File: config.mk
export PLATFORM = sky130hd
export DESIGN_NAME = eth_frame_tx_flat
export DESIGN_NICKNAME = d
export VERILOG_FILES = /design/src/rtl/eth_tx_pkg.sv /design/src/rtl/eth_frame_tx_if.sv /design/src/rtl/eth_crc32.sv /design/src/rtl/eth_frame_tx.sv /design/src/flat_wrapper.sv
export SDC_FILE = /design/constraint.sdc
export NUM_CORES = 1
export LEC_CHECK = 0
export ABC_AREA = 1
export CORE_AREA = 10 10 103 105
export CTS_CLUSTER_DIAMETER = 30
export CTS_CLUSTER_SIZE = 12
export DETAILED_ROUTE_END_ITERATION = 8
export DIE_AREA = 0 0 113 115
export GPL_ROUTABILITY_DRIVEN = 0
export PLACE_DENSITY = 0.79
export RECOVER_POWER = 50
export REMOVE_ABC_BUFFERS = 1
export SYNTH_ARGS = -nofsm -noshare
export SYNTH_HDL_FRONTEND = slang
export SYNTH_SLANG_ARGS = --single-unit
File: constraint.sdc
create_clock -name clk -period 2.65 [get_ports clk]
set_clock_uncertainty 0.05 [all_clocks]
set_input_delay 0.53 -clock clk [delete_from_list [all_inputs] [get_ports clk]]
set_output_delay 0.53 -clock clk [all_outputs]
set_load 0.02 [all_outputs]
File: src/rtl/eth_tx_pkg.sv
// ============================================================================
// Module   : eth_tx_pkg
// Purpose  : Shared types and constants for the 10BASE-T frame transmitter:
//            FSM state encoding, framing bytes, CRC-32 constants, frame
//            layout indices and a single-bit CRC-32 update helper.
// Ports    : none (package)
// Revision : 1.0  initial release
// ============================================================================
`default_nettype none

package eth_tx_pkg;

    typedef enum logic [2:0] {
        ST_IDLE     = 3'd0,
        ST_NLP      = 3'd1,
        ST_PREAMBLE = 3'd2,
        ST_SFD      = 3'd3,
        ST_DATA     = 3'd4,
        ST_FCS      = 3'd5,
        ST_TPIDL    = 3'd6
    } eth_tx_state_e;

    localparam logic [7:0]  PREAMBLE_BYTE    = 8'h55;
    localparam logic [7:0]  SFD_BYTE         = 8'hD5;
    localparam logic [31:0] CRC_POLY         = 32'hEDB88320;
    localparam logic [31:0] CRC_INIT         = 32'hFFFFFFFF;
    localparam int          FRAME_DATA_BYTES = 60;
    localparam int          PREAMBLE_BYTES   = 7;
    localparam int          FCS_BYTES        = 4;

    // Frame-global byte index layout: preamble, SFD, data, FCS.
    localparam int SFD_IDX    = PREAMBLE_BYTES;
    localparam int DATA_FIRST = SFD_IDX + 1;
    localparam int FCS_FIRST  = DATA_FIRST + FRAME_DATA_BYTES;
    localparam int LAST_BYTE  = FCS_FIRST + FCS_BYTES - 1;
    localparam int BYTE_IDX_W = 7;

    // Reflected CRC-32, one input bit per call.
    function automatic logic [31:0] crc32_step(input logic [31:0] crc,
                                               input logic        b);
        return {1'b0, crc[31:1]} ^ (((crc[0] ^ b) == 1'b1) ? CRC_POLY : 32'h0);
    endfunction

endpackage

`default_nettype wire

File: src/rtl/eth_frame_tx_if.sv
// ============================================================================
// Module   : eth_frame_tx_if
// Purpose  : Frame-trigger / line-side signal bundle of the transmitter.
// Signals  : start  - request one frame
//            tx     - Manchester line output
//            tx_led - frame in progress indicator
// Modports : master - trigger side (drives start)
//            slave  - transmitter side (drives tx, tx_led)
// Revision : 1.0  initial release
// ============================================================================
`default_nettype none

interface eth_frame_tx_if;
    logic start;
    logic tx;
    logic tx_led;

    modport master (output start, input tx, input tx_led);
    modport slave  (input start, output tx, output tx_led);
endinterface

`default_nettype wire

File: src/rtl/eth_crc32.sv
// ============================================================================
// Module   : eth_crc32
// Purpose  : Bit-serial reflected CRC-32 accumulator (LSB-first input).
// Ports    : clk    in  clock, rising edge
//            rst    in  asynchronous reset, active high (loads init value)
//            init   in  reload all ones (priority over en)
//            en     in  absorb bit_in this cycle
//            bit_in in  serial data bit
//            crc    out running CRC register
// Revision : 1.0  initial release
// ============================================================================
`default_nettype none

module eth_crc32
    import eth_tx_pkg::*;
(
    input  logic        clk,
    input  logic        rst,
    input  logic        init,
    input  logic        en,
    input  logic        bit_in,
    output logic [31:0] crc
);

    logic [31:0] crc_q;

    always_ff @(posedge clk or posedge rst) begin
        if (rst) begin
            crc_q <= CRC_INIT;
        end else if (init) begin
            crc_q <= CRC_INIT;
        end else if (en) begin
            crc_q <= crc32_step(crc_q, bit_in);
        end
    end

    assign crc = crc_q;

endmodule

`default_nettype wire

File: src/rtl/eth_frame_tx.sv
// ============================================================================
// Module   : eth_frame_tx
// Purpose  : 10BASE-T transmitter. On start, sends one fixed Ethernet frame
//            (preamble, SFD, 60 data bytes, CRC-32 FCS, TP_IDL) Manchester
//            encoded, one half-bit per clock. Emits normal link pulses while
//            idle.
// Ports    : clk  in   20 MHz transmit clock
//            rst  in   asynchronous reset, active high
//            bus  slave modport: start in, tx out (registered),
//                 tx_led out (high from first preamble half-bit to TP_IDL end)
// Revision : 1.0  initial release
// ============================================================================
`default_nettype none

module eth_frame_tx
    import eth_tx_pkg::*;
#(
    parameter logic [47:0] SRC_MAC    = 48'h02_00_00_00_00_01,
    parameter logic [15:0] ETHERTYPE  = 16'h88B5,
    parameter int          NLP_PERIOD = 320000,
    parameter int          NLP_WIDTH  = 2,
    parameter int          IDL_CYCLES = 4
) (
    input  logic           clk,
    input  logic           rst,
    eth_frame_tx_if.slave  bus
);

    localparam int NLP_CNT_W = $clog2(NLP_PERIOD);
    localparam int PLS_CNT_W = $clog2(NLP_WIDTH + 1);
    localparam int IDL_CNT_W = $clog2(IDL_CYCLES + 1);

    eth_tx_state_e           state_q;
    eth_tx_state_e           state_d;
    logic                    tx_q;
    logic                    led_q;
    logic                    pending_q;
    logic                    half_q;
    logic [2:0]              bit_q;
    logic [BYTE_IDX_W-1:0]   byte_q;
    logic [NLP_CNT_W-1:0]    nlp_cnt_q;
    logic [PLS_CNT_W-1:0]    pls_cnt_q;
    logic [IDL_CNT_W-1:0]    idl_cnt_q;

    logic [7:0]              w_byte;
    logic                    w_bit;
    logic [31:0]             w_crc;
    logic [31:0]             w_fcs;
    logic [1:0]              w_fcs_sel;
    logic [BYTE_IDX_W-1:0]   w_data_idx;

    // ------------------------------------------------------------------
    // Current byte: fixed framing, header/payload, or inverted CRC.
    // ------------------------------------------------------------------
    assign w_fcs      = ~w_crc;
    assign w_fcs_sel  = 2'(byte_q - BYTE_IDX_W'(FCS_FIRST));
    assign w_data_idx = byte_q - BYTE_IDX_W'(DATA_FIRST);

    always_comb begin
        w_byte = 8'h00;
        case (state_q)
            ST_PREAMBLE: w_byte = PREAMBLE_BYTE;
            ST_SFD:      w_byte = SFD_BYTE;
            ST_DATA: begin
                if (w_data_idx < BYTE_IDX_W'(6)) begin
                    w_byte = 8'hFF;
                end else if (w_data_idx < BYTE_IDX_W'(12)) begin
                    w_byte = SRC_MAC[8*(11 - int'(w_data_idx)) +: 8];
                end else if (w_data_idx == BYTE_IDX_W'(12)) begin
                    w_byte = ETHERTYPE[15:8];
                end else if (w_data_idx == BYTE_IDX_W'(13)) begin
                    w_byte = ETHERTYPE[7:0];
                end else begin
                    w_byte = 8'(w_data_idx - BYTE_IDX_W'(14));
                end
            end
            ST_FCS:      w_byte = w_fcs[8*w_fcs_sel +: 8];
            default:     w_byte = 8'h00;
        endcase
    end

    assign w_bit = w_byte[bit_q];

    // State to enter once the last bit of the current byte has gone out.
    always_comb begin
        state_d = state_q;
        if (byte_q == BYTE_IDX_W'(SFD_IDX - 1)) begin
            state_d = ST_SFD;
        end else if (byte_q == BYTE_IDX_W'(SFD_IDX)) begin
            state_d = ST_DATA;
        end else if (byte_q == BYTE_IDX_W'(FCS_FIRST - 1)) begin
            state_d = ST_FCS;
        end else if (byte_q == BYTE_IDX_W'(LAST_BYTE)) begin
            state_d = ST_TPIDL;
        end
    end

    // CRC absorbs each data bit on its first half; it is stable by the time
    // the FCS bytes are read. Reloaded while the SFD goes out.
    eth_crc32 u_crc (
        .clk    (clk),
        .rst    (rst),
        .init   (state_q == ST_SFD),
        .en     ((state_q == ST_DATA) && !half_q),
        .bit_in (w_bit),
        .crc    (w_crc)
    );

    // ------------------------------------------------------------------
    // Control FSM with registered line outputs.
    // ------------------------------------------------------------------
    always_ff @(posedge clk or posedge rst) begin
        if (rst) begin
            state_q   <= ST_IDLE;
            tx_q      <= 1'b0;
            led_q     <= 1'b0;
            pending_q <= 1'b0;
            half_q    <= 1'b0;
            bit_q     <= 3'd0;
            byte_q    <= '0;
            nlp_cnt_q <= '0;
            pls_cnt_q <= '0;
            idl_cnt_q <= '0;
        end else begin
            case (state_q)
                ST_IDLE: begin
                    tx_q  <= 1'b0;
                    led_q <= 1'b0;
                    if (bus.start) begin
                        // A frame request beats a coincident NLP expiry.
                        state_q   <= ST_PREAMBLE;
                        nlp_cnt_q <= '0;
                        half_q    <= 1'b0;
                        bit_q     <= 3'd0;
                        byte_q    <= '0;
                    end else if (nlp_cnt_q == NLP_CNT_W'(NLP_PERIOD - 1)) begin
                        state_q   <= ST_NLP;
                        tx_q      <= 1'b1;
                        nlp_cnt_q <= '0;
                        pls_cnt_q <= PLS_CNT_W'(1);
                    end else begin
                        nlp_cnt_q <= nlp_cnt_q + NLP_CNT_W'(1);
                    end
                end

                ST_NLP: begin
                    led_q <= 1'b0;
                    if (bus.start) begin
                        pending_q <= 1'b1;
                    end
                    if (pls_cnt_q == PLS_CNT_W'(NLP_WIDTH)) begin
                        tx_q <= 1'b0;
                        if (pending_q || bus.start) begin
                            state_q   <= ST_PREAMBLE;
                            pending_q <= 1'b0;
                            half_q    <= 1'b0;
                            bit_q     <= 3'd0;
                            byte_q    <= '0;
                        end else begin
                            state_q <= ST_IDLE;
                        end
                    end else begin
                        tx_q      <= 1'b1;
                        pls_cnt_q <= pls_cnt_q + PLS_CNT_W'(1);
                    end
                end

                ST_PREAMBLE, ST_SFD, ST_DATA, ST_FCS: begin
                    // First half carries ~bit, second half carries bit.
                    tx_q   <= half_q ? w_bit : ~w_bit;
                    led_q  <= 1'b1;
                    half_q <= ~half_q;
                    if (half_q) begin
                        bit_q <= bit_q + 3'd1;
                        if (bit_q == 3'd7) begin
                            state_q <= state_d;
                            if (byte_q == BYTE_IDX_W'(LAST_BYTE)) begin
                                byte_q    <= '0;
                                idl_cnt_q <= '0;
                            end else begin
                                byte_q <= byte_q + BYTE_IDX_W'(1);
                            end
                        end
                    end
                end

                ST_TPIDL: begin
                    if (idl_cnt_q == IDL_CNT_W'(IDL_CYCLES)) begin
                        state_q   <= ST_IDLE;
                        tx_q      <= 1'b0;
                        led_q     <= 1'b0;
                        nlp_cnt_q <= '0;
                        idl_cnt_q <= '0;
                    end else begin
                        tx_q      <= 1'b1;
                        led_q     <= 1'b1;
                        idl_cnt_q <= idl_cnt_q + IDL_CNT_W'(1);
                    end
                end

                default: begin
                    state_q <= ST_IDLE;
                    tx_q    <= 1'b0;
                    led_q   <= 1'b0;
                end
            endcase
        end
    end

    assign bus.tx     = tx_q;
    assign bus.tx_led = led_q;

endmodule

`default_nettype wire

File: src/flat_wrapper.sv
// flat-port wrapper written by rule: the top's interface ports become plain ports
module eth_frame_tx_flat import eth_tx_pkg::*;
#(
    parameter logic [47:0] SRC_MAC    = 48'h02_00_00_00_00_01,
    parameter logic [15:0] ETHERTYPE  = 16'h88B5,
    parameter int          NLP_PERIOD = 320000,
    parameter int          NLP_WIDTH  = 2,
    parameter int          IDL_CYCLES = 4
)
  (clk, rst, bus_start, bus_tx, bus_tx_led);
  eth_frame_tx_if bus_i ();
  input  logic clk;
  input  logic rst;
  input wire logic [$bits(bus_i.start)-1:0] bus_start;
  output wire logic [$bits(bus_i.tx)-1:0] bus_tx;
  output wire logic [$bits(bus_i.tx_led)-1:0] bus_tx_led;
  assign bus_i.start = bus_start;
  assign bus_tx = bus_i.tx;
  assign bus_tx_led = bus_i.tx_led;
  eth_frame_tx #(.SRC_MAC(SRC_MAC), .ETHERTYPE(ETHERTYPE), .NLP_PERIOD(NLP_PERIOD), .NLP_WIDTH(NLP_WIDTH), .IDL_CYCLES(IDL_CYCLES)) u_core (.clk(clk), .rst(rst), .bus(bus_i));
endmodule
==> results.md <==
* Req. time, crit path at 2.90 ns
* CTS tree: done
* Hold Path Stages at 2
* I/O pin count at 5
* DR WL/cell at 15.8 um
* Die area at 13,000 um2
* Post-synthesis cell type count at 44
* DP Wirelength at 7.91 mm
* Failing checks: max-capacitance violations, max-slew violations, negative setup slack
* Die Y at 115 um
* Cell Area, Synth at 4830 um2
* Overflow after GRT at 0
* Die X at 113 um
* Post-synth EDFFs at 0
* YS warnings at 0
* FP Rows at 34
* Max Cap Viol at 1
* CP Launch Point: u_core.byte_q[1]
* Final hold vios at 0
* CTS clock-pin slew for the worst setup and hold paths at 0.08 ns
* Worst slew pin tran at 1.61 ns
* Syn Inst Count at 637
* Clock sink count at 73
* Post-route clock period utilization at 106%
* Worst-path fanout max at 8
* Worst EP arrival at 3.07 ns
* Synth async-reset ratio at 100%
* Total Power at 6670 uW
* Max clock buf depth at 2
* Hold_ws at 0.445 ns
* Tot GR Track Use at 17.5%
* First-pass GRT wire length at 19.2 mm
* Layout area overhead at 15.2%
* Pwr/cell area at 1200 nW/um2
* Hold buffers post-CTS at 0
* Max Clock Freq at 355 MHz
* Via density per instance at 5.78
* WL final at 12.3 mm
* Hold_sp: u_core.pls_cnt_q[1]
* Worst vdd ir at 0.000546 V
* Min Tclk post-route at 2.82 ns
* DRC viols at 0
* Worst-skew pair later-pin latency at 0.36 ns
* Setup slack after layout at -0.167 ns
* Port buffer count at 4
* Post-synth top flop: dfrtp_1
* Initial DRT Pass Iterations at 5
* Crit Path Category: flip-flop to flip-flop
* CORE AREA at 8550 um2
* Setup violations, final at 15
* Reg2reg start: u_core.byte_q[1]
* Post-route ant nets at 0
* Avg Inst Size Synth at 7.58 um2
* Largest net degree at the start of global routing at 74
* Starting Density at 56.5%
* CTS Buf Count at 9
* Pleak at 0.00269 uW
* Ant diodes at 0
* HP Class: flip-flop to flip-flop
* Post-synthesis sequential element count at 73
* H-Tree Level Count at 3
* Worst relative slew slack at -7.21%
* Root Driver: clkbuf_8
* Share of cells above drive strength 1 at 20.9%
* Initial antenna violation count at 0
* R2R cell count at 17
* Routed via count at 4,519
* CP Capture Type: flip-flop
* # nets final at 694
* Vias in the first global route at 4,225
* Sequential area share after synthesis at 38.6%
* Startpoint Class: flip-flop
* Status: finished, violations left
* Slew Limit Fails at 74
* 1st-iter DRT viols at 411
* RSZ-0062 raised after global routing: true
flip-flops by register name, summed over array words and instances (netlist names), 2 cells and up:
signal            flops
u_core.nlp_cnt_q     19
u_core.u_crc.crc     32
u_core.bit_q          3
u_core.byte_q         7
u_core.state_q        3
u_core.pls_cnt_q      2
u_core.idl_cnt_q      3
power by group:
group | internal [uW] | switching, uW | leakage (uW) | total, uW
Sequential | 1630 | 331 | 0.000885 | 1960
Combinational | 1290 | 2420 | 0.00170 | 3710
Clock | 580 | 416 | 0.000111 | 996
Total | 3500 | 3170 | 0.00269 | 6670
stage by stage:
| stage | worst slack [ns] | utilization (%) | setup TNS (ns) | cell area (um2) | std cells |
|---|---|---|---|---|---|
| final | -0.167 | 65.1 | -1.27 | 5570 | 782 |
| after global routing | -0.227 | 65.1 | -2.78 | 5570 | 782 |
| after CTS | 0.0359 | 61.3 | 0 | 5250 | 764 |
| after detailed placement | -0.0289 | 58.6 | -0.0289 | 5010 | 748 |
| after global placement | 0.0706 | 58.6 | 0 | 5010 | 748 |
| after floorplan | 0.0750 | - | 0 | 4730 | 623 |
repair_timing:
action | in CTS | in global routing
endpoints found under the setup margin | 13 | 16
buffers inserted | 0 | 14
resized for setup | 1 | 38
cloned | 0 | 4
pin swaps | 0 | 18
cells in the mapped netlist (all sizes together), types with 2 or more instances:
library cell	number	area, um2
a31oi	2	12.5
nand3	82	475
clkbuf	4	15.0
o21ai	31	155
a22oi	17	128
nor4	2	18.8
nand4	3	18.8
xor2	3	26.3
o211ai	3	22.5
o22ai	4	25.0
ha	22	275
xnor2	2	17.5
nor2	59	258
dfrtp	41	1030
nand2	137	557
dfstp	32	841
nor3	20	133
a21oi	39	199
a211oi	5	37.5
buf	10	88.8
or2	2	12.5
inv	110	413
final cells by class:
| type | count | area (um2) |
|---|---|---|
| clock buffers | 13 | 159 |
| well taps | 108 | 135 |
| multi-input cells | 443 | 2650 |
| repair buffers | 31 | 268 |
| clock inverters | 3 | 63.8 |
| fillers | 646 | 2980 |
| inverters | 111 | 417 |
| flip-flops and latches | 73 | 1870 |
per-layer routing:
metal	vias to the layer above	share of wire (%)	track usage [%]	wire length, um
met5	-	0	0	0
met4	0	3.9	7.87	481
met3	48	6.3	3.02	778
met2	194	48	29.4	5980
met1	2127	41	21.5	5090
li1	2150	-	-	-
layout by cell type, fill, tap and decap left out, types with 4 or more instances in the layout:
master	netlist	final
a22oi_1	17	17
ha_1	22	19
buf_6	3	4
nand2_4	5	4
clkbuf_8	0	11
nand3_1	69	62
nand2_8	0	4
dfrtp_1	41	38
nand3_2	13	17
nor2_1	54	51
buf_4	2	21
o22ai_1	4	4
o21ai_1	3	4
nand3_4	0	5
nor3_1	16	16
inv_2	9	12
dfstp_2	32	32
a211oi_1	5	5
nand2_1	130	128
o21ai_0	28	27
a21oi_1	38	38
inv_1	101	97
nor2_2	2	5
kinds of logic after synthesis:
| logic type | count (synthesis) | share of synthesized area, % |
|---|---|---|
| XOR/XNOR | 5 | 0.907 |
| buffers and inverters | 125 | 10.8 |
| adder cells (fa/ha/maj) | 22 | 5.70 |
| AO/OA/AOI/OAI | 106 | 13.3 |
| AND/OR/NAND/NOR | 306 | 30.7 |
| flip-flops | 73 | 38.6 |
worst max-delay path, cell delays in order, from the launching register on:
cell and delay (ns):
dfrtp_2 0.47, buf_4 0.16, nand2_1 0.19, inv_1 0.15, a22oi_1 0.31, nand3_1 0.17
nand3_1 0.11, nor2_1 0.06, nor2_2 0.10, nor2_2 0.06, nor2_4 0.17, buf_6 0.14
nand2_8 0.11, nand2_8 0.15, nand3_2 0.08, nand3_1 0.11, nand2_1 0.08, inv_1 0.07
final timing paths:
check / to / slack, ns
worst max-delay path: u_core.u_crc.crc[30] / -0.17
worst min-delay path: u_core.pls_cnt_q[1] / 0.45
worst max register to register: u_core.u_crc.crc[30] / -0.17
worst min register to register: u_core.pls_cnt_q[1] / 0.45
max in group asynchronous: u_core.byte_q[1] / 0.35
min in group asynchronous: u_core.nlp_cnt_q[16] / 1.14
(Power assumes the default switching activity.)
